--- src/rtl/edge_event_arbiter_pkg.sv ---
// Shared constants, width helpers and slot state for the edge event arbiter.
package edge_evt_pkg;

  localparam int NUM_SRC_DEF = 32;

  function automatic int id_w(input int n);
    return (n < 2) ? 1 : $clog2(n);
  endfunction

  function automatic int cnt_w(input int n);
    return $clog2(n + 1);
  endfunction

  typedef enum logic {
    EMPTY = 1'b0,
    FULL  = 1'b1
  } slot_state_e;

endpackage

--- src/rtl/edge_event_arbiter_rr_pick.sv ---
// Combinational round-robin pick: first set request at or after ptr, wrapping.
module rr_pick
  import edge_evt_pkg::*;
#(
  parameter int NUM_SRC = NUM_SRC_DEF,
  parameter int ID_W    = id_w(NUM_SRC)
) (
  input  logic [NUM_SRC-1:0] req,
  input  logic [ID_W-1:0]    ptr,
  output logic               gnt_valid,
  output logic [ID_W-1:0]    gnt_id
);

  int w_idx;

  // Walk offsets from farthest to nearest so the nearest hit is the last write.
  always_comb begin
    gnt_valid = 1'b0;
    gnt_id    = '0;
    w_idx     = 0;
    for (int k = NUM_SRC - 1; k >= 0; k--) begin
      w_idx = int'(ptr) + k;
      if (w_idx >= NUM_SRC) w_idx = w_idx - NUM_SRC;
      if (req[w_idx]) begin
        gnt_valid = 1'b1;
        gnt_id    = ID_W'(w_idx);
      end
    end
  end

endmodule

--- src/rtl/edge_event_arbiter.sv ---
// Turns new rising bits of a sticky edge vector into round-robin serialised
// event IDs on a valid/ready stream, flagging re-arrivals as sticky overflow.
module edge_event_arbiter
  import edge_evt_pkg::*;
#(
  parameter int NUM_SRC = NUM_SRC_DEF,
  parameter int ID_W    = id_w(NUM_SRC),
  parameter int CNT_W   = cnt_w(NUM_SRC)
) (
  input  logic               clk,
  input  logic               reset,
  input  logic [NUM_SRC-1:0] edge_i,
  output logic               evt_valid_o,
  output logic [ID_W-1:0]    evt_id_o,
  input  logic               evt_ready_i,
  output logic [NUM_SRC-1:0] overflow_o,
  input  logic               clr_ovf_i,
  output logic [CNT_W-1:0]   pending_cnt_o
);

  logic [NUM_SRC-1:0] r_edge_q, r_pending, r_ovf;
  logic [ID_W-1:0]    r_ptr, r_id;
  logic [CNT_W-1:0]   r_cnt;
  slot_state_e        r_state;

  logic [NUM_SRC-1:0] w_rise, w_clr, w_pend_nxt, w_ovf_set;
  logic               w_gnt_valid, w_hs, w_load;
  logic [ID_W-1:0]    w_gnt_id, w_ptr_nxt;
  logic [CNT_W-1:0]   w_cnt_nxt;

  rr_pick #(.NUM_SRC(NUM_SRC), .ID_W(ID_W)) u_pick (
    .req       (r_pending),
    .ptr       (r_ptr),
    .gnt_valid (w_gnt_valid),
    .gnt_id    (w_gnt_id)
  );

  assign w_rise    = edge_i & ~r_edge_q;
  assign w_hs      = (r_state == FULL) & evt_ready_i;
  assign w_load    = ((r_state == EMPTY) | w_hs) & w_gnt_valid;
  // A source living only in the output slot is not pending, so its re-rise is legal.
  assign w_ovf_set = w_rise & r_pending;
  assign w_ptr_nxt = (w_gnt_id == ID_W'(NUM_SRC - 1)) ? '0 : w_gnt_id + ID_W'(1);

  always_comb begin
    w_clr = '0;
    if (w_load) w_clr[w_gnt_id] = 1'b1;
  end

  // A rise coinciding with the load of the same source keeps the new event.
  assign w_pend_nxt = (r_pending & ~w_clr) | w_rise;

  always_comb begin
    w_cnt_nxt = '0;
    for (int i = 0; i < NUM_SRC; i++) w_cnt_nxt = w_cnt_nxt + CNT_W'(w_pend_nxt[i]);
  end

  always_ff @(posedge clk or posedge reset) begin
    if (reset) begin
      r_edge_q  <= '0;
      r_pending <= '0;
      r_ovf     <= '0;
      r_ptr     <= '0;
      r_id      <= '0;
      r_cnt     <= '0;
      r_state   <= EMPTY;
    end else begin
      r_edge_q  <= edge_i;
      r_pending <= w_pend_nxt;
      r_cnt     <= w_cnt_nxt;
      r_ovf     <= (clr_ovf_i ? '0 : r_ovf) | w_ovf_set;
      if (w_load) begin
        r_state <= FULL;
        r_id    <= w_gnt_id;
        r_ptr   <= w_ptr_nxt;
      end else if (w_hs) begin
        r_state <= EMPTY;
      end
    end
  end

  assign evt_valid_o   = (r_state == FULL);
  assign evt_id_o      = r_id;
  assign overflow_o    = r_ovf;
  assign pending_cnt_o = r_cnt;

endmodule

--- config.mk ---
export PLATFORM = sky130hd
export DESIGN_NAME = edge_event_arbiter
export DESIGN_NICKNAME = d
export VERILOG_FILES = /design/src/rtl/edge_event_arbiter_pkg.sv /design/src/rtl/edge_event_arbiter_rr_pick.sv /design/src/rtl/edge_event_arbiter.sv
export SDC_FILE = /design/constraint.sdc
export NUM_CORES = 1
export LEC_CHECK = 0
export BUFFER_PORTS_ARGS = -buffer_cell sky130_fd_sc_hd__buf_2
export CAP_MARGIN = 30
export CORE_ASPECT_RATIO = 0.9
export CORE_MARGIN = 3
export CORE_UTILIZATION = 60
export DETAILED_ROUTE_END_ITERATION = 16
export PLACE_DENSITY = 0.82
export SYNTH_ARGS = -nofsm -noshare
export SYNTH_HDL_FRONTEND = slang
export SYNTH_SLANG_ARGS = --single-unit
--- constraint.sdc ---
create_clock -name clk -period 31 [get_ports clk]
set_input_delay 6.2 -clock clk [delete_from_list [all_inputs] [get_ports clk]]
set_output_delay 6.2 -clock clk [all_outputs]
set_load 0.03 [all_outputs]
==> flow_metrics.env <==
export IMPL_status="finished clean"
export IMPL_grtUsageTotal_pct=41.4
export IMPL_yosysMostFrequentCell="mux2i_1"
export IMPL_numCtsBuffers=17
export IMPL_cts_tree="done"
export IMPL_crit_required_ps=31310
export IMPL_postCtsResizedCells=0
export IMPL_drt_first_pass_iters=7
export IMPL_drive_above_1_share_pct=22.1
export IMPL_finalHoldViolations=0
export IMPL_fin_crit_sh_pct=38.6
export IMPL_design_area_um2=13800
export IMPL_cts_clk_slew_worst_paths_ps=70
export IMPL_clock_sinks=113
export IMPL_synth_avg_cell_area_um2=9.52
export IMPL_synth_adder_area_share_pct=6.26
export IMPL_slew_headroom_pct=29.5
export IMPL_route_vias_total=12200
export IMPL_end_kind="flop"
export IMPL_critical_path_class="input port to flop"
export IMPL_io_pins=80
export IMPL_synth_compound_gate_area_share_pct=17.5
export IMPL_dp_cells=1615
export IMPL_worst_pin_slew_ps=1030
export IMPL_synth_top_cell_area_share_pct=22.3
export IMPL_start_kind="input port"
export IMPL_arrival_ps=12260
export IMPL_cts_hold_buf=0
export IMPL_synth_cell_type_count=97
export IMPL_fmax_ghz=0.0837
export IMPL_final_setup_tns_ps=0
export IMPL_drtAntennaViolNets=0
export IMPL_rsz0062_at_grt="no"
export IMPL_grt_pass1_wl_mm=71.8
export IMPL_fillCellCount=1577
export IMPL_dpl_cell_area_um2=13100
export IMPL_fp_dieArea_um2=22900
export IMPL_die_x_um=159
export IMPL_netlist_top_cells_count="125 x mux2i_1, 113 x dfrtp_1, 109 x nor2_1"
export IMPL_ys_warnings_count=0
export IMPL_synthCells=1331
export IMPL_grt_pass1_vias=11600
export IMPL_synth_area_um2=12700
export IMPL_grt_max_degree=78
export IMPL_grt_antenna_before_repair=0
export IMPL_finClkSkew_ps=14.2
export IMPL_wl_mm=47.9
export IMPL_core_area_um2=20400
export IMPL_synth_top_area_cell="dfrtp_1"
export IMPL_routed_via_density=7.41
export IMPL_grt_ovfl_total=0
export IMPL_hpwl_mm=34.9
export IMPL_yosysSeqAreaShare_pct=22.3
export IMPL_synth_edf_count=0
export IMPL_drv_slew=0
export IMPL_synth_top_flop_cell="dfrtp_1"
export IMPL_yosys_top_cells_area="dfrtp_1 22%, mux4_2 14%, mux2i_1 9.9%"
export IMPL_drc=0
export IMPL_globalplace_congestion=1.06
export IMPL_nNetsFinal=1441
export IMPL_io_buffers=79
export IMPL_initial_core_util_pct=62.3
export IMPL_worst_path_max_fanout=64
export IMPL_clock_root_buffer="clkbuf_16"
export IMPL_drt_iter0_drc=1891
export IMPL_synth_xor_area_share_pct=3.23
export IMPL_syn2layout_area_growth_pct=8.49
export IMPL_fin_crit_ps=11950
export IMPL_hold_path_class="flop to flop"
export IMPL_multi_input_area_um2=9040
export IMPL_maxCapViolations=0
export IMPL_cts_max_path_buffers=2
export IMPL_yosys_area_share_simple_pct=14.7
export IMPL_setup_viol=0
export IMPL_cts_setup_buffers=0
export IMPL_ys_async_sr_fraction_pct=100
export IMPL_synth_area_mux_share_pct=29.5
export IMPL_routedWlPerCell_um=29.0
export IMPL_antenna_cells=0
export IMPL_syn_num_nets=1416
export IMPL_synth_seq_cells=113
export IMPL_regArea_um2=2830
export IMPL_synth_top_family_by_area="multiplexers"
export IMPL_clock_latency_ps=420
export IMPL_die_h_um=144
export IMPL_h_tree_depth=4
export IMPL_finalNonFillerCells=1649
export IMPL_rows=49
-- metrics by stage --
stage               hold WS (ps)  setup slack [ps]  util, %
floorplan                    510             19540        -
global placement             507             18940     64.4
detailed placement           499             18740     64.4
CTS                          515             19150     67.4
global route                 531             18790     67.6
finish                       514             19050     67.6
-- area by class of cell --
cell class | instances | share of cell area [%]
clock buffer | 21 | 3.42
clock inverter | 11 | 0.946
inverter | 81 | 2.23
multi-input combinational | 1036 | 65.7
sequential | 113 | 20.6
tap | 280 | 2.55
timing repair buffer | 107 | 4.53
-- cells in the final DEF (no fill, tap or decap), types with 13 or more instances in the layout --
| master | count |
|---|---|
| xnor2_1 | 32 |
| nor2_1 | 109 |
| clkbuf_16 | 17 |
| a21oi_1 | 39 |
| inv_1 | 74 |
| buf_4 | 26 |
| buf_2 | 80 |
| ha_1 | 25 |
| o211ai_1 | 13 |
| a41oi_1 | 23 |
| fa_1 | 24 |
| nor3_1 | 17 |
| nor3b_1 | 13 |
| nand2b_1 | 20 |
| a41o_1 | 22 |
| o21ai_0 | 68 |
| nor2b_1 | 49 |
| a31oi_1 | 22 |
| mux2_2 | 44 |
| mux2i_1 | 125 |
| nand2_1 | 102 |
| o22ai_1 | 14 |
| nand3_1 | 18 |
| dfrtp_1 | 111 |
| mux4_2 | 81 |
-- sequential cells by signal, summed over array words and instances (netlist names) --
register	count
pending_cnt_o	6
r_ptr	5
evt_valid_o	1
evt_id_o	5
overflow_o	32
r_edge_q	32
r_pending	32
-- logic make-up (layout without fill, tap and decap cells) --
| kind of cell | after synthesis | in the layout |
|---|---|---|
| DFF | 113 | 113 |
| AOI/OAI and AO/OA | 305 | 305 |
| xor gates and xnor gates | 42 | 42 |
| adders and majority gates | 49 | 49 |
| buffers and inverters | 182 | 220 |
| and+or+nand+nor | 381 | 381 |
| muxes | 259 | 259 |
-- routing by layer --
| layer | share of wire [%] | GRT usage (%) | vias up |
|---|---|---|---|
| met3 | 16 | 16.0 | 198 |
| met5 | 0 | 0 | - |
| met1 | 39 | 58.0 | 5901 |
| met2 | 41 | 59.7 | 1068 |
| li1 | - | - | 5054 |
| met4 | 4.1 | 12.8 | 0 |
-- path summary, 6_finish.rpt --
kind	from	end	slack [ps]	depth (start not counted)
setup / recovery	evt_ready_i	pending_cnt_o[5]	19050	22
hold / removal	evt_id_o[3]	evt_id_o[3]	510	1
setup reg to reg	r_ptr[1]	pending_cnt_o[5]	20100	32
hold reg to reg	evt_id_o[3]	evt_id_o[3]	510	1
max in group asynchronous	reset	r_ptr[1]	24270	4
min in group asynchronous	reset	r_edge_q[3]	5790	2
-- worst max-delay path: stages --
cell,delay (ps)
buf_2,80
inv_1,50
a21oi_4,100
buf_4,520
clkinv_1,430
nor3b_1,270
a31oi_1,180
fa_1,600
inv_1,60
fa_1,390
inv_1,90
fa_1,450
fa_1,520
fa_1,550
inv_1,50
fa_1,590
inv_1,60
ha_1,310
a21o_1,170
a21oi_1,260
nor2b_1,80
o21a_1,190
Power is not shown: default switching activity piles up to over one toggle a cycle in this logic, so the estimate is an artifact.
